[src/rtl/muldiv_pkg.sv]
// Shared op codes, sequencer states and engine cycle counts
// for the HI/LO sequencer and the mult/div engines.
package muldiv_pkg;

  localparam logic [2:0] OP_NOP  = 3'b000;
  localparam logic [2:0] OP_MULT = 3'b001;
  localparam logic [2:0] OP_DIV  = 3'b010;
  localparam logic [2:0] OP_MTHI = 3'b011;
  localparam logic [2:0] OP_MTLO = 3'b100;

  typedef enum logic [1:0] {
    S_IDLE,
    S_MULT_RUN,
    S_DIV_RUN,
    S_WRITE
  } state_t;

  localparam int MULT_CYCLES_DEF = 32;
  localparam int DIV_CYCLES_DEF  = 32;

  function automatic int max2(input int a, input int b);
    return (a > b) ? a : b;
  endfunction

endpackage

[src/rtl/hilo_regfile.sv]
// Architectural HI/LO register pair with independent
// write enables and synchronous reset.
module hilo_regfile #(
  parameter int DATA_W = 32
) (
  input  logic              clock,
  input  logic              reset,
  input  logic              hi_we,
  input  logic              lo_we,
  input  logic [DATA_W-1:0] hi_d,
  input  logic [DATA_W-1:0] lo_d,
  output logic [DATA_W-1:0] hi,
  output logic [DATA_W-1:0] lo
);

  always_ff @(posedge clock) begin
    if (reset) begin
      hi <= '0;
      lo <= '0;
    end else begin
      if (hi_we) hi <= hi_d;
      if (lo_we) lo <= lo_d;
    end
  end

endmodule

[src/rtl/hilo_unit.sv]
// HI/LO sequencer between control unit and mult/div engines.
// Define HILO_ABORT_EN to add the abort input for cancelling a run.
module hilo_unit
  import muldiv_pkg::*;
#(
  parameter int DATA_W      = 32,
  parameter int MULT_CYCLES = MULT_CYCLES_DEF,
  parameter int DIV_CYCLES  = DIV_CYCLES_DEF
) (
  input  logic              clock,
  input  logic              reset,
`ifdef HILO_ABORT_EN
  input  logic              abort,
`endif
  input  logic              op_valid,
  input  logic [2:0]        op_code,
  input  logic [DATA_W-1:0] rs_data,
  input  logic [DATA_W-1:0] rt_data,
  output logic              busy,
  output logic              div_zero,
  output logic              mult_start,
  output logic [DATA_W-1:0] mult_a,
  output logic [DATA_W-1:0] mult_b,
  input  logic [DATA_W-1:0] mult_hi,
  input  logic [DATA_W-1:0] mult_lo,
  output logic              div_start,
  output logic [DATA_W-1:0] div_a,
  output logic [DATA_W-1:0] div_b,
  input  logic [DATA_W-1:0] div_quot,
  input  logic [DATA_W-1:0] div_rem,
  output logic [DATA_W-1:0] hi,
  output logic [DATA_W-1:0] lo
);

  localparam int CNT_W =
    $clog2(max2(MULT_CYCLES, DIV_CYCLES) + 1);

  state_t             state, state_n;
  logic [CNT_W-1:0]   cnt, cnt_n;
  logic               busy_n, is_div, is_div_n;
  logic               ms_n, ds_n, dz_n;
  logic               ld_mult, ld_div;
  logic               hi_we, lo_we;
  logic [DATA_W-1:0]  hi_d, lo_d;
  logic               kill;

`ifdef HILO_ABORT_EN
  assign kill = abort;
`else
  assign kill = 1'b0;
`endif

  always_comb begin
    state_n  = state;
    cnt_n    = cnt;
    busy_n   = busy;
    is_div_n = is_div;
    ms_n     = 1'b0;
    ds_n     = 1'b0;
    dz_n     = 1'b0;
    ld_mult  = 1'b0;
    ld_div   = 1'b0;
    hi_we    = 1'b0;
    lo_we    = 1'b0;
    hi_d     = rs_data;
    lo_d     = rs_data;
    unique case (state)
      S_IDLE: begin
        if (op_valid) begin
          case (op_code)
            OP_MULT: begin
              state_n  = S_MULT_RUN;
              cnt_n    = '0;
              busy_n   = 1'b1;
              ms_n     = 1'b1;
              ld_mult  = 1'b1;
              is_div_n = 1'b0;
            end
            OP_DIV: begin
              // zero divisor never reaches the engine
              if (rt_data == '0) begin
                dz_n = 1'b1;
              end else begin
                state_n  = S_DIV_RUN;
                cnt_n    = '0;
                busy_n   = 1'b1;
                ds_n     = 1'b1;
                ld_div   = 1'b1;
                is_div_n = 1'b1;
              end
            end
            OP_MTHI: hi_we = 1'b1;
            OP_MTLO: lo_we = 1'b1;
            default: ;
          endcase
        end
      end
      S_MULT_RUN, S_DIV_RUN: begin
        cnt_n = cnt + CNT_W'(1);
        if (kill) begin
          state_n = S_IDLE;
          busy_n  = 1'b0;
        end else if (state == S_MULT_RUN
                     && cnt == CNT_W'(MULT_CYCLES)) begin
          state_n = S_WRITE;
        end else if (state == S_DIV_RUN
                     && cnt == CNT_W'(DIV_CYCLES)) begin
          state_n = S_WRITE;
        end
      end
      S_WRITE: begin
        hi_we   = 1'b1;
        lo_we   = 1'b1;
        hi_d    = is_div ? div_rem  : mult_hi;
        lo_d    = is_div ? div_quot : mult_lo;
        busy_n  = 1'b0;
        state_n = S_IDLE;
      end
    endcase
  end

  always_ff @(posedge clock) begin
    if (reset) begin
      state      <= S_IDLE;
      cnt        <= '0;
      busy       <= 1'b0;
      is_div     <= 1'b0;
      mult_start <= 1'b0;
      div_start  <= 1'b0;
      div_zero   <= 1'b0;
      mult_a     <= '0;
      mult_b     <= '0;
      div_a      <= '0;
      div_b      <= '0;
    end else begin
      state      <= state_n;
      cnt        <= cnt_n;
      busy       <= busy_n;
      is_div     <= is_div_n;
      mult_start <= ms_n;
      div_start  <= ds_n;
      div_zero   <= dz_n;
      if (ld_mult) begin
        mult_a <= rs_data;
        mult_b <= rt_data;
      end
      if (ld_div) begin
        div_a <= rs_data;
        div_b <= rt_data;
      end
    end
  end

  hilo_regfile #(
    .DATA_W(DATA_W)
  ) u_regs (
    .clock(clock),
    .reset(reset),
    .hi_we(hi_we),
    .lo_we(lo_we),
    .hi_d (hi_d),
    .lo_d (lo_d),
    .hi   (hi),
    .lo   (lo)
  );

endmodule

[config.mk]
export PLATFORM = sky130hd
export DESIGN_NAME = hilo_unit
export DESIGN_NICKNAME = d
export VERILOG_FILES = /design/src/rtl/muldiv_pkg.sv /design/src/rtl/hilo_regfile.sv /design/src/rtl/hilo_unit.sv
export SDC_FILE = /design/constraint.sdc
export NUM_CORES = 1
export LEC_CHECK = 0
export CELL_PAD_IN_SITES_DETAIL_PLACEMENT = 2
export CELL_PAD_IN_SITES_GLOBAL_PLACEMENT = 2
export CORE_AREA = 2 2 185 205
export CTS_BUF_LIST = sky130_fd_sc_hd__clkbuf_4
export CTS_CLUSTER_DIAMETER = 50
export CTS_CLUSTER_SIZE = 14
export DETAILED_ROUTE_END_ITERATION = 12
export DIE_AREA = 0 0 187 207
export GPL_TIMING_DRIVEN = 1
export HOLD_SLACK_MARGIN = 0.12
export MAX_ROUTING_LAYER = met4
export PLACE_DENSITY = 0.85
export SLEW_MARGIN = 10
export SYNTH_ARGS = -nofsm -noshare
export SYNTH_HDL_FRONTEND = slang
export SYNTH_SLANG_ARGS = --single-unit
[constraint.sdc]
create_clock -name clock -period 2.85 [get_ports clock]
set_input_delay 0.57 -clock clock [delete_from_list [all_inputs] [get_ports clock]]
set_output_delay 0.57 -clock clock [all_outputs]
set_load 0.005 [all_outputs]
---- Yosys cells after proc, flatten, opt, wreduce, memory -nomap -nowiden ----
Cells that the tools add are included.
cells by class
  $add $sub $neg .......................... 1
  eq/ne operators ......................... 13
  multiplexer cells ....................... 33
  bitwise operators ....................... 4
  reductions and logical operators ........ 12
operators with widths
  cell                   number
  $mux W32               4
  $logic_not A32 Y1      1
  $pmux W6 S2            2
  $reduce_and A4 Y1      4
  $mux W1                14
  $mux W6                2
  $pmux W1 S2            5
  $mux W2                4
  $add A6 B1 Y6 const B  1
  $eq A3 B2 Y1 const B   2
  $eq A6 B6 Y1 const B   1
  $ne A3 B3 Y1 const B   2
  $pmux W2 S3            1
  $eq A2 B2 Y1 const B   2
  $ne A2 B2 Y1 const B   2
  $not A1 Y1             4
  $pmux W2 S2            1
  $reduce_bool A2 Y1     2
  $reduce_or A4 Y1       1
  $eq A3 B1 Y1 const B   1
  $eq A3 B3 Y1 const B   1
  $ne A3 B1 Y1 const B   1
  $eq A2 B1 Y1 const B   1
  $logic_and A1 B1 Y1    2
  2 further kinds        2
word-level totals
  flip-flop bits (word level) ............. 205
  input port bits ......................... 198
  output and inout bits ................... 196
  logic and storage cells ................. 76

---- Depth between registers and ports, before layout ----
Gate-level depths: netlist of run 1.
  word-level depth ........................ 5
  gate-level depth with buffers ........... 8
  depth with buffers taken out ............ 7

---- Hierarchy ----
Synthesis of run 1 repeated with hierarchy kept, for this count alone.
unflattened totals
  cell total of the unflattened synthesis .. 924
  area total of the unflattened synthesis .. 8867.3 um^2
by module, submodules not included
  module        instances  cells each  area each (um^2)  seq. area each (um^2)
  hilo_unit     1          717         6527.5            2822.7
  hilo_regfile  1          207         2339.7            1281.2

---- Least setup slack after synthesis of run 1 ----
No wires, ideal clock.
  kind .................................... input port to flip-flop
  start point ............................. input port rt_data[16]
  end point ............................... register is_div
  setup time .............................. 115 ps
  arrival ................................. 1954 ps
  path slack .............................. 781 ps
  stages on the path ...................... 7
  cells stage by stage .................... nor4_1 -> nand2_1 -> nor4_4 -> nor3b_1 -> buf_6 -> buf_6 -> o21a_1
on the way
  word-level cells in the longest chain between the ends .. 3
ends and longest elaborated chain
  element                             line              RTL
  start: declaration                  hilo_unit.sv:18   input logic [DATA_W-1:0] rt_data,
  $logic_not A32 Y1                   hilo_unit.sv:81   if (rt_data == '0) begin
  $ne A2 B2 Y1 (no source line)       n/a
  $reduce_and A4 Y1 (no source line)  n/a
  end signal: assignment              hilo_unit.sv:139  is_div <= is_div_n;
  end: declaration                    hilo_unit.sv:40   logic busy_n, is_div, is_div_n;
No other way between the ends.
A chain may end at the register's enable or synchronous reset.

---- Worst setup path after layout of run 1 ----
  start point ............................. register state[1]
  end point ............................... register u_regs.lo[7]
on the way
  word-level cells in the longest chain between the ends .. 2
  elaborated cells on any way between the ends .. 4
ends and longest elaborated chain
  element                                           line                RTL
  start: declaration                                hilo_unit.sv:38     state_t state, state_n;
  start signal: assignment                          hilo_unit.sv:136    state <= state_n;
  $eq A2 B2 Y1 or $logic_not A2 Y1 (tied branches)  hilo_unit.sv:67     unique case (state)
  $pmux W1 S2 or $mux W32 (tied branches)           hilo_unit.sv:67
  end signal: assignment                            hilo_regfile.sv:22  if (lo_we) lo <= lo_d;
  end: declaration                                  hilo_regfile.sv:13  output logic [DATA_W-1:0] lo
Several ways; a longest one is shown, not always the timed one.

==> metrics.txt, run 1 <==
status complete, no violations; Buf+Inv Stages, Crit Path 2; total global routing overflow 0; setup repair bufs after CTS 0; fmax 0.406 GHz; power density over the cells 481 nW/um^2; largest cells by area after synthesis dfxtp_1, mux2i_1, nand2_1; Worst-Skew Late Latency 0.77 ns; most frequent cell after synthesis nand2_1; setup TNS 0 ns; ANT nets after route 0; Core Footprint 36800 sq um; aggregate routed wire length 38.5 mm; HPWL after DPL 29.0 mm; global routing met2 resource utilization 35.9%; Placed Instance Area 13300 sq um; final hold vios 0; Pleak 4.73 nW; critical path startpoint category register; ys async rst share 0%; final hold slack 0.232 ns; fin area 13800 sq um; synth warn 0; vias in the first global route 9654; met3 Use GR 3.95%; initial antenna violation count 1; Max-cap violations 0; worst endpoint data arrival time 3.14 ns; Crit Path Category register to register; hold endpoint cnt[4]; via count of the routed design 8663; crit-path cells inv_1 > ha_1 > nand2_1 > nor4b_1 > o21ai_4 > buf_12 > a211o_1 > a21oi_1; Num CTS Buffers 30; Synth Register Bits 205; Pre-Repair DR Iteration Count 4; Clk Tree Root Cell clkbuf_4; unrepaired setup endpoints after global routing no; max incr delay on CP 0.52 ns; most frequently used flop master after synthesis dfxtp_1; Worst path slowest cell nor4b_1; Synth top area share 47.3%; largest net degree at the start of global routing 65; Via-to-Cell Ratio 4.75; Cell Area, Synth 8680 sq um; Final min period 2.46 ns; Mapped Avg Cell Area 9.38 sq um; Slew Limit Fails 0; WHS Path Cells 2; worst reg-to-reg path cell count 8; DP Worst Slack 0.00297 ns; die height 207 microns; worst hold path class primary input to register; final setup fails 0; post-synthesis sequential area ratio 47.3%; Layout Nets 1509; Worst Skew 0.0606 ns; hold path start reset; share of layout cells above drive strength 1 7.39%; # DRC 0; Reg2Reg Setup Slack 0.39 ns; DR WL/cell 21.2 microns; VDD IR max 0.000273 V; Crit Reg-Reg Endpoint u_regs.lo[7]; CTS hold repair buffers 0; die area 38700 sq um; DR iter-0 viols 279; delay-heaviest family, CP simple AND/OR/NAND/NOR gates; Layout area overhead 58.5%; clock-pin slew on the worst setup and hold paths 0.12 ns; Yosys cell types 39; final worst-path setup slack 0.386 ns; CTS tree yes; Std-Cell Rows 74; critical path peak fanout 64; CP Data Required Time 3.53 ns; Slew headroom 55.4%; Initial Util 23.6%; CTS Sinks 205; Tot GR Track Use 20.1%; layer with the highest usage met2; Slew @ Worst Pin 0.669 ns; Die Wd 187 microns; number of gates resized after cts 0; area leader, netlist dfxtp_1; GR Util met1 22.8%; Final Cycle Share 86.5%; GPL Wtd Cong 0.828; Total Power 0.00661 W; synthesized net count 1131; R2R Path Start state[1]; Synth top cells by count nand2_1, dfxtp_1, mux2i_1, a21oi_1; CP Capture Type register; Max clock buf depth 3; H-tree levels 1; Synth Instances 926; IO Pins 394; first-pass GRT wire length 59.0 mm; Post-synth EDFFs 0; # port buffers 393
## layout by cell type (no fill, tap or decap), drive strengths merged, types with 7 or more instances in the layout
master	Yosys	routed
dfxtp	205	205
clkdlybuf4s50	0	392
nor4	9	9
inv	7	15
a21oi	65	65
mux2i	131	131
a211o	64	64
clkbuf	57	33
clkinv	0	11
ha	7	7
buf	19	30
nand2	210	210
nor2	37	37
a22o	64	64
## stage by stage
step	util (%)	cells
floorplan	-	926
global placement	36.1	1766
detailed placement	36.1	1766
CTS	37.4	1821
global route	37.4	1822
finish	37.4	1822
## state kept, by name (all words and copies together) (netlist names)
register and cells:
div_a 32, div_b 32, mult_a 32, mult_b 32
u_regs.hi 32, u_regs.lo 32, cnt 6, state 2
busy 1, div_start 1, div_zero 1, is_div 1
mult_start 1
## area by class of cell
type,instances,area [sq um]
multi-input combinational,638,4270
clock buffer,33,248
tap,494,618
antenna,1,2.50
inverter,7,28.8
timing repair buffer,422,4250
fill,4032,23000
clock inverter,22,240
sequential,205,4110
## worst register-to-register path, cell delays in order, from the launching register on
cell	delay [ns]
dfxtp_1	0.37
inv_1	0.14
ha_1	0.34
nand2_1	0.15
nor4b_1	0.52
o21ai_4	0.10
buf_12	0.19
a211o_1	0.46
a21oi_1	0.16
## cells by family after synthesis
family | Yosys count | synth area share, %
AO/OA/AOI/OAI | 217 | 18.6
adder cells (fa/ha/maj) | 7 | 1.01
buffers and inverters | 83 | 4.24
flip-flops | 205 | 47.3
multiplexers | 133 | 15.4
AND/OR/NAND/NOR | 281 | 13.5
## worst max-delay path by stage
stage | slack, ns | cells past startpoint | end | from
CTS | 0.37 | 8 | u_regs.lo[7] | state[0]
finish | 0.39 | 8 | u_regs.lo[7] | state[1]
detailed placement | 0.003 | 7 | cnt[0] | rt_data[0]
floorplan | 0.78 | 7 | is_div | rt_data[16]
global placement | 0.004 | 8 | cnt[0] | rt_data[8]
global route | 0.17 | 8 | u_regs.lo[7] | state[0]
## routing by layer
metal | vias up | wire, microns | share of wire [%]
met5 | - | 0 | 0
met4 | 0 | 775 | 2.0
met3 | 48 | 2040 | 5.3
met2 | 267 | 19900 | 52
met1 | 4290 | 15900 | 41
li1 | 4058 | - | -
## where the power goes
part	total, W	switching (W)	leakage, nW	internal [W]
Clock	0.00219	0.00134	0.267	0.000844
Combinational	0.00136	0.000651	2.80	0.000710
Sequential	0.00307	0.0000809	1.66	0.00299
Note: power is estimated with default switching activity, not from simulation.
==> inputs of run 2 (changes only) <==
--- a/config.mk
+++ b/config.mk
@@ -8,14 +8,15 @@
 export CELL_PAD_IN_SITES_DETAIL_PLACEMENT = 2
 export CELL_PAD_IN_SITES_GLOBAL_PLACEMENT = 2
-export CORE_AREA = 2 2 185 205
+export CORE_AREA = 2 2 150 166
 export CTS_BUF_LIST = sky130_fd_sc_hd__clkbuf_4
 export CTS_CLUSTER_DIAMETER = 50
 export CTS_CLUSTER_SIZE = 14
 export DETAILED_ROUTE_END_ITERATION = 12
-export DIE_AREA = 0 0 187 207
+export DIE_AREA = 0 0 152 168
+export DONT_BUFFER_PORTS = 1
 export GPL_TIMING_DRIVEN = 1
 export HOLD_SLACK_MARGIN = 0.12
 export MAX_ROUTING_LAYER = met4
-export PLACE_DENSITY = 0.85
+export PLACE_DENSITY = 0.84
 export SLEW_MARGIN = 10
 export SYNTH_ARGS = -nofsm -noshare
==> constraint.sdc (replaced) <==
create_clock -name clock -period 2.85 [get_ports clock]
set_input_delay 0.57 -clock clock [delete_from_list [all_inputs] [get_ports clock]]
set_output_delay 0.57 -clock clock [all_outputs]
set_load 0.02 [all_outputs]
==> run 2 against run 1 <==
  * Utilization increased by 4.7 points
  * Global-route usage increased by 5.0 points
  * Via count decreased by 14%
  * First-iteration DRC count increased by 35%
  * Clock-buffer cell count decreased by 4
  * Clock power decreased by 6%
  * Fmax decreased by 2.5%
  * Hold slack got worse by 0.013 ns
  * Die area decreased by 34%
  * Highest routed layer unchanged
==> metrics.txt, run 2 (synthesized netlist as in run 1, its figures left out) <==
final hold vios 0 (unchanged); Layout Nets 1170 (was 1509); HPWL after DPL 21.3 mm (was 29.0 mm); Slew Limit Fails 0 (unchanged); fmax 0.396 GHz (was 0.406 GHz); worst hold path class primary input to register (unchanged); Num CTS Buffers 26 (was 30); Clk Tree Root Cell clkbuf_4 (unchanged); max incr delay on CP 0.58 ns (was 0.52 ns); unrepaired setup endpoints after global routing no (unchanged); H-tree levels 1 (unchanged); CTS Sinks 205 (unchanged); vias in the first global route 8167 (was 9654); Layout area overhead 16.9% (was 58.5%); Pleak 3.50 nW (was 4.73 nW); critical path peak fanout 64 (unchanged); Worst Skew 0.0276 ns (was 0.0606 ns); Initial Util 36.0% (was 23.6%); initial antenna violation count 2 (was 1); VDD IR max 0.000299 V (was 0.000273 V); multi-input logic area 4270 sq um (unchanged); die height 168 microns (was 207 microns); clock-pin slew on the worst setup and hold paths 0.16 ns (was 0.12 ns); # port buffers 0 (was 393); Max-cap violations 0 (unchanged); Tot GR Track Use 25.1% (was 20.1%); CP Capture Type register (unchanged); Std-Cell Rows 60 (was 74); critical path startpoint category register (unchanged); DP Cell Count 1180 (was 1766); Final min period 2.53 ns (was 2.46 ns); Slew headroom 55.3% (was 55.4%); CP Data Required Time 3.44 ns (was 3.53 ns); aggregate routed wire length 32.7 mm (was 38.5 mm); setup TNS 0 ns (unchanged); # DRC 0 (unchanged); setup repair bufs after CTS 0 (unchanged); largest net degree at the start of global routing 74 (was 65); IO Pins 394 (unchanged); GPL Wtd Cong 0.810 (was 0.828); final setup fails 0 (unchanged); commonest cells after routing, fill and taps aside nand2_1, dfxtp_1, mux2i_1, dlygate4sd3_1, a21oi_1 (was clkdlybuf4s50_1, nand2_1, dfxtp_1, mux2i_1, a21oi_1); count of non-filler cells in the finished layout 1297 (was 1822); first-pass GRT wire length 49.4 mm (was 59.0 mm); Via-to-Cell Ratio 5.74 (was 4.75); worst endpoint data arrival time 3.11 ns (was 3.14 ns); Final Cycle Share 88.7% (was 86.5%); Max clock buf depth 3 (unchanged); via count of the routed design 7449 (was 8663); Core Footprint 24100 sq um (was 36800 sq um); power density over the cells 605 nW/um^2 (was 481 nW/um^2); Slew @ Worst Pin 0.671 ns (was 0.669 ns); Die Wd 152 microns (was 187 microns); Crit Path Category register to register (unchanged); Reg area 4110 sq um (unchanged); Pre-Repair DR Iteration Count 4 (unchanged); die area 25500 sq um (was 38700 sq um); share of layout cells above drive strength 1 8.32% (was 7.39%); Worst path slowest cell nor4b_1 (unchanged); delay-heaviest family, CP simple AND/OR/NAND/NOR gates (unchanged); Worst-Skew Late Latency 0.67 ns (was 0.77 ns); crit-path cells inv_1 > ha_1 > nand2_1 > nor4b_1 > o21ai_4 > buf_12 > a211o_1 > a21oi_1 (unchanged); CTS tree yes (unchanged); status complete, no violations (unchanged); DR WL/cell 25.2 microns (was 21.2 microns); Layout fillers 2567 (was 4032); ANT nets after route 0 (unchanged); Buf+Inv Stages, Crit Path 2 (unchanged); commonest non-fill, non-tap cell in the layout nand2_1 (was clkdlybuf4s50_1); number of gates resized after cts 0 (unchanged); DR iter-0 viols 377 (was 279); total global routing overflow 0 (unchanged)
-- run 2: final cells by class --
class | instances | share of cell area, %
Timing Repair Buffer | 87 | 9.00
Sequential cell | 205 | 40.5
Clock buffer | 29 | 2.14
Antenna cell | 2 | 0.0493
Multi-Input combinational cell | 638 | 42.1
Clock inverter | 19 | 2.16
Inverter | 7 | 0.284
Tap cell | 310 | 3.82
-- run 2: worst paths after layout --
path | start | slack (ns) | endpoint | cells after the start
setup reg to reg | state[1] | 0.32 | u_regs.lo[13] | 8
setup / recovery | state[1] | 0.32 | u_regs.lo[13] | 8
hold reg to reg | cnt[5] | 0.51 | cnt[5] | 1
hold / removal | mult_hi[2] | 0.22 | u_regs.hi[2] | 3
-- run 2: worst register-to-register path, stage by stage, from the launching register on --
cell and delay [ns]:
dfxtp_1 0.38, inv_1 0.13, ha_1 0.32, nand2_1 0.21, nor4b_1 0.58, o21ai_4 0.10, buf_12 0.20, a211o_1 0.36
a21oi_1 0.15
-- run 2: timing repair --
action / 4_1_cts / 5_1_grt
endpoints found under the setup margin: 0 / 0
hold buffers: 67 / 0
endpoints found under the hold margin: 200 / 0
-- run 2: per-stage QoR --
stage,utilization (%),setup WS [ns],power (W),hold WS [ns],instance area [sq um]
after CTS,42.1,0.316,0.00620,0.159,10100
final,42.1,0.323,0.00614,0.219,10100
after global placement,37.4,0.420,0.00399,0.484,9020
after global routing,42.1,0.169,0.00643,0.179,10100
after floorplan,-,0.781,0.00379,0.443,8680
after detailed placement,37.4,0.354,0.00402,0.487,9020
-- run 2: power breakdown --
part / internal (W) / switching, W
Sequential: 0.00299 / 0.000262
Clock: 0.000838 / 0.00121
Combinational: 0.000347 / 0.000492
-- run 2: metal layers --
metal	vias to the layer above	GRT usage (%)	share of wire, %
met2	317	44.0	51
met5	-	-	0
li1	3381	-	-
met3	75	6.59	7.1
met4	0	9.47	3.5
met1	3676	27.2	39
==> inputs of run 3 (changes only) <==
- CORE_AREA: 2 2 150 166 -> 2 2 187 134
- DIE_AREA: 0 0 152 168 -> 0 0 189 136
==> run 3 against run 2 <==
  * Critical path depth stayed put
  * Register-to-register slack worse by 0.07 ns
  * Sequential share of layout area rose by 0.21 points
  * First-iteration DRC count shrank 24%
  * Combinational power rose by 2%
  * Critical endpoint is now u_regs.hi[13]
  * Highest routed layer unchanged
==> metrics.txt, run 3 (synthesized netlist as in run 1, its figures left out) <==
status complete, no violations (unchanged); CTS Sinks 205 (unchanged); Crit Reg-Reg Endpoint u_regs.hi[13] (was u_regs.lo[13]); Crit Path Category register to register (unchanged); hold endpoint u_regs.lo[4] (was u_regs.hi[2]); Int Power 0.00408 W (was 0.00417 W); VDD IR max 0.000353 V (was 0.000299 V); Num CTS Buffers 23 (was 26); largest net degree at the start of global routing 102 (was 74); worst reg-to-reg path cell count 8 (unchanged); critical path startpoint category register (unchanged); ANT nets after route 0 (unchanged); worst hold path class primary input to register (unchanged); critical path peak fanout 24 (was 64); Pleak 3.44 nW (was 3.50 nW); CP Capture Type register (unchanged); H-tree levels 1 (unchanged); Max clock buf depth 3 (unchanged); share of layout cells above drive strength 1 7.10% (was 8.32%); Reg2Reg Setup Slack 0.25 ns (was 0.32 ns); combinational power share 14.2% (was 13.7%); unrepaired setup endpoints after global routing no (unchanged); R2R Path Start state[0] (was state[1]); Slew headroom 43.3% (was 55.3%); # DRC 0 (unchanged); CP Data Required Time 3.45 ns (was 3.44 ns); Final min period 2.60 ns (was 2.53 ns); commonest non-fill, non-tap cell in the layout nand2_1 (unchanged); Layout Nets 1162 (was 1170); die area 25700 sq um (was 25500 sq um); number of gates resized after cts 0 (unchanged); power density over the cells 598 nW/um^2 (was 605 nW/um^2); die height 136 microns (was 168 microns); Max-cap violations 0 (unchanged); power share of the clock group 31.9% (was 33.4%); total global routing overflow 0 (unchanged); Slew @ Worst Pin 0.847 ns (was 0.671 ns); Core Footprint 24100 sq um (about the same); Worst Skew 0.0481 ns (was 0.0276 ns); Die Wd 189 microns (was 152 microns); Pre-Repair DR Iteration Count 4 (unchanged); Worst-Skew Late Latency 0.70 ns (was 0.67 ns); fin area 10100 sq um (about the same); Slew Limit Fails 0 (unchanged); final hold vios 0 (unchanged); fmax 0.385 GHz (was 0.396 GHz); Worst path slowest cell nor4bb_1 (was nor4b_1); DR iter-0 viols 287 (was 377); aggregate routed wire length 35.6 mm (was 32.7 mm); Initial Util 36.1% (was 36.0%); Net Sw Power 0.00196 W (was 0.00197 W); crit path from state[0] (was state[1]); Clk Tree Root Cell clkbuf_4 (unchanged); crit-path cells inv_1 > ha_1 > nand2_1 > nor4bb_1 > o21ai_4 > buf_12 > a211o_1 > a21oi_1 (was inv_1 > ha_1 > nand2_1 > nor4b_1 > o21ai_4 > buf_12 > a211o_1 > a21oi_1); hold path start mult_lo[4] (was mult_hi[2]); first-pass GRT wire length 51.8 mm (was 49.4 mm); clock-pin slew on the worst setup and hold paths 0.15 ns (was 0.16 ns); # port buffers 0 (unchanged); IO Pins 394 (unchanged); Tot GR Track Use 27.1% (was 25.1%); Via-to-Cell Ratio 5.84 (was 5.74); HPWL after DPL 22.7 mm (was 21.3 mm); CTS tree yes (unchanged); vias in the first global route 8124 (was 8167); sw frac 32.4% (was 32.0%); initial antenna violation count 1 (was 2); Placed Instance Area 9050 sq um (was 9020 sq um); commonest cells after routing, fill and taps aside nand2_1, dfxtp_1, mux2i_1, a21oi_1, dlygate4sd3_1 (was nand2_1, dfxtp_1, mux2i_1, dlygate4sd3_1, a21oi_1); via count of the routed design 7580 (was 7449); CTS hold repair buffers 66 (was 67); WHS Path Cells 3 (unchanged); final setup fails 0 (unchanged); Std-Cell Rows 48 (was 60); Final Cycle Share 91.2% (was 88.7%); DR WL/cell 27.4 microns (was 25.2 microns); Layout area overhead 16.3% (was 16.9%); setup repair bufs after CTS 0 (unchanged); Flop pwr share 53.9% (was 52.9%); worst endpoint data arrival time 3.20 ns (was 3.11 ns); GPL Wtd Cong 0.760 (was 0.810); setup TNS 0 ns (unchanged); max incr delay on CP 0.50 ns (was 0.58 ns)
## run 3: changes by cell type in the layout (fill, tap and decap cells not counted), sizes merged
cell / previous run / this run
clkinv: 9 / 6
diode: 2 / 1
dlygate4sd3: 66 / 65
clkbuf: 29 / 25
inv: 12 / 11
buf: 21 / 17
## run 3: cell type report
cell class                 count  area (sq um)
multi-input combinational    638          4270
sequential                   205          4110
inverter                       7          28.8
antenna                        1          2.50
timing repair buffer          82           911
clock inverter                15           183
clock buffer                  25           188
tap                          325           407
fill                        2603         14000
## run 3: worst max-delay path by stage
| stage | to | depth (start not counted) | slack, ns |
|---|---|---|---|
| floorplan | is_div | 7 | 0.78 |
| global route | u_regs.hi[2] | 8 | 0.08 |
| global placement | cnt[0] | 5 | 0.46 |
| CTS | u_regs.lo[27] | 8 | 0.25 |
| detailed placement | u_regs.hi[3] | 8 | 0.26 |
| finish | u_regs.hi[13] | 8 | 0.25 |
## run 3: routing by layer
metal,up-vias,part of all wire (%),track usage [%]
met5,-,0,-
met1,3790,38,29.7
met2,346,49,46.0
met3,80,9.8,9.60
met4,0,3.2,9.03
li1,3364,-,-
## run 3: stage by stage
step	worst slack [ns]	util (%)	hold slack, ns	total power (W)	instances
2_1_floorplan	0.781	-	0.443	0.00379	926
3_3_place_gp	0.462	37.6	0.484	0.00399	1191
3_5_place_dp	0.261	37.6	0.494	0.00403	1191
4_1_cts	0.248	41.9	0.126	0.00604	1297
5_1_grt	0.0766	41.9	0.132	0.00632	1298
6_report	0.251	41.9	0.204	0.00604	1298
## run 3: power by group through the flow
stage / Combinational (W) / Clock, W / Sequential, W
2_1_floorplan: 0.000539 / 0 / 0.00325
3_3_place_gp: 0.000679 / 0 / 0.00331
3_5_place_dp: 0.000718 / 0 / 0.00331
4_1_cts: 0.000843 / 0.00195 / 0.00325
5_1_grt: 0.000928 / 0.00212 / 0.00327
6_report: 0.000858 / 0.00193 / 0.00325
## run 3: critical path: cells and delay by family, from the launching register on
kind	cells	cell delay, ns
fa+ha+maj	1	0.32
compound gates	3	0.70
simple gates	2	0.74
buf+inv	2	0.38
flops	1	0.39
==> RTL edit: new RTL, flow settings as in run 2 <==
Make the reset (`reset`) asynchronous in 2 clocked blocks. Comments in the files are not updated.
--- a/src/rtl/hilo_regfile.sv
+++ b/src/rtl/hilo_regfile.sv
@@ -13,7 +13,7 @@
   output logic [DATA_W-1:0] lo
 );
 
-  always_ff @(posedge clock) begin
+  always_ff @(posedge clock or posedge reset) begin
     if (reset) begin
       hi <= '0;
       lo <= '0;
--- a/src/rtl/hilo_unit.sv
+++ b/src/rtl/hilo_unit.sv
@@ -119,7 +119,7 @@
     endcase
   end
 
-  always_ff @(posedge clock) begin
+  always_ff @(posedge clock or posedge reset) begin
     if (reset) begin
       state      <= S_IDLE;
       cnt        <= '0;
Function: differs if reset is asserted again (counterexample within 4 cycles, from zero or initial values and one cycle with reset high); with reset held inactive, the same outputs for 4 cycles.
==> RTL edit against run 2 <==
  * Cell count fell by 16%
  * Design area rose by 7.1%
  * First-iteration DRC count fell by 36%
  * Worst setup slack got worse by 0.0066 ns
  * Routed wire length rose by 2.7%
  * Synthesized area rose by 6.7%
  * Maximum frequency fell by 0.26%
  * Sequential cell count did not move
Power is not compared: it rests on default switching activity, and its combinational part moved more than twofold at a synthesized area within 25%.
==> RTL edit: results (changes against run 2) <==
commonest cells in the synthesized netlist 205 x dfrtp_1, 152 x mux2_2, 70 x mux2i_1; wire length of the first global-routing pass 49.22 mm (-0.32%); result of the run complete, no violations; Synth async-reset ratio 1.000 (+1.000); Gates resized, CTS repair 0 (unchanged); number of port buffers 0 (unchanged); root buf cell clkbuf_4; clock slew at the register clock pins of the worst setup and hold paths 0.15 ns; Peak supply drop 470.7 uV; Area contributors post-synth dfrtp_1 55%, mux2_2 18%, mux2i_1 7.6%; count of filler cells inserted in the layout 2300 (-10%); core outline area 24100 sq um (unchanged); synth unique cells 38 (-2.6%); leak pwr 0.004965 uW; maximum buffer depth of the clock tree 3 (unchanged); total vias in the final route 6211 (-17%); net count after synthesis 879 (-22%); number of nets in the finished design 950 (-19%); CTS buffer count 26 (unchanged); number of H-tree levels 1 (unchanged); launching point of the worst reg2reg path state[0]; last weighted congestion value of the routability-driven placer 0.8523 (+5.3%); most common cell after layout, fill and taps aside dfrtp_1; peak clock frequency supported by timing 0.3947 GHz (-0.26%); worst setup path end u_regs.lo[11]; endpoint arrival time on the critical path 3.08 ns (-0.03 ns); sequential area share after synthesis 0.5537 (+0.08099); worst hold path class in2reg; half-perimeter wire length after detailed placement 22.36 mm (+5.1%); worst setup timing slack at the placement stage 0.3105 ns (-0.04337 ns); wire length per cell after detailed routing 31.01 um (+23%); total global-route track usage 0.2629 (+0.01231); Initial DRT Pass Iterations 4 (unchanged); Max transition margin 0.5120 (-0.04088); yosys warns 0 (unchanged); cell count of the worst reg-to-reg path 8 (unchanged); vias in the first global route 7286 (-11%); Worst Path Max Fanout 17 (-73%); number of antenna violations at the first check in global routing 5 (+3); ratio of cells with drive above 1 in the final layout 0.3333 (+0.2501); pin count of the biggest net entering global routing 67 (-9.5%); drt initial violations 241 (-36%); Setup Skew 0.04856 ns (+0.02095 ns); number of failing setup endpoints in the final timing report 0 (unchanged); Clock Latency Late Sink 0.69 ns (+0.02 ns); switching power as a share of total power 0.4494; startpoint class of the critical path flop
[RTL edit: cell types whose count changed in the layout (fill, tap and decap cells not counted), moves of 10 or more]
| cell | run 2 | this run |
|---|---|---|
| a211o_1 | 64 | 1 |
| a22o_1 | 64 | 0 |
| dfrtp_1 | 0 | 204 |
| dfxtp_1 | 204 | 0 |
| mux2_1 | 0 | 10 |
| mux2_2 | 2 | 152 |
| mux2_4 | 0 | 30 |
| mux2i_1 | 131 | 70 |
| nand2_1 | 210 | 4 |
[RTL edit: kinds of logic (layout without fill, tap and decap cells)]
logic type,after synthesis,count (layout),share of synthesized area
fa+ha+maj,7,7,0.009453
other cells,0,8,0
buf+inv,52,143,0.03214
simple gates,67,67,0.03592
compound gates,81,81,0.04767
mux,262,262,0.3211
flops,205,205,0.5537
[RTL edit: critical path, stage by stage, from the launching register on]
cell and delay [ns]:
dfrtp_1 0.46, inv_1 0.17, ha_1 0.28, nand2_1 0.18, nor4b_1 0.32, nor2_1 0.12, nor2_4 0.15, buf_4 0.33
mux2_2 0.38
[RTL edit: cell type report]
class,instances,area (sq um),area share
multi-input cells,417,3876,0.3565
clock inverters,18,287.8,0.02646
diodes,8,20.02,0.001841
flip-flops and latches,205,5134,0.4721
well taps,310,387.9,0.03567
clock buffers,30,225.2,0.02071
inverters,13,52.55,0.004833
repair buffers,82,890.9,0.08192
[RTL edit: power by group through the flow]
stage / sequential, uW / clock, uW / combinational (uW)
2_1_floorplan: 6590 / 0 / 3090
3_3_place_gp: 7080 / 0 / 3680
3_5_place_dp: 7200 / 0 / 4020
4_1_cts: 7160 / 2400 / 4140
5_1_grt: 7330 / 2530 / 4510
6_report: 7200 / 2360 / 4160
[RTL edit: worst min-delay path by stage]
stage / endpoint / depth (start not counted) / start / slack (ns)
after global routing: div_zero / 2 / op_code[2] / 0.16
after global placement: cnt[5] / 1 / cnt[5] / 0.53
after floorplan: cnt[5] / 1 / cnt[5] / 0.49
final: u_regs.lo[6] / 3 / rs_data[6] / 0.22
after detailed placement: cnt[5] / 1 / cnt[5] / 0.59
after CTS: div_zero / 2 / op_code[2] / 0.14
[RTL edit: timing repair]
| action | in CTS | in global routing |
|---|---|---|
| hold buffers | 65 | 0 |
| setup buffers | 0 | 0 |
| hold endpoints to repair | 149 | 0 |
[RTL edit: metrics by stage]
step	instance area [sq um]	util	cells
final	10870	0.4512	1083
after floorplan	9269	-	674
after global routing	10870	0.4512	1083
after global placement	9691	0.4021	962
after detailed placement	9691	0.4021	962
after CTS	10850	0.4504	1075
[RTL edit: per-layer routing]
layer,part of all wire,wire length [um],GRT usage
met2,0.55,18500,0.4902
met3,0.075,2510,0.07310
met1,0.34,11310,0.2599
met5,0,0,-
met4,0.038,1273,0.09833
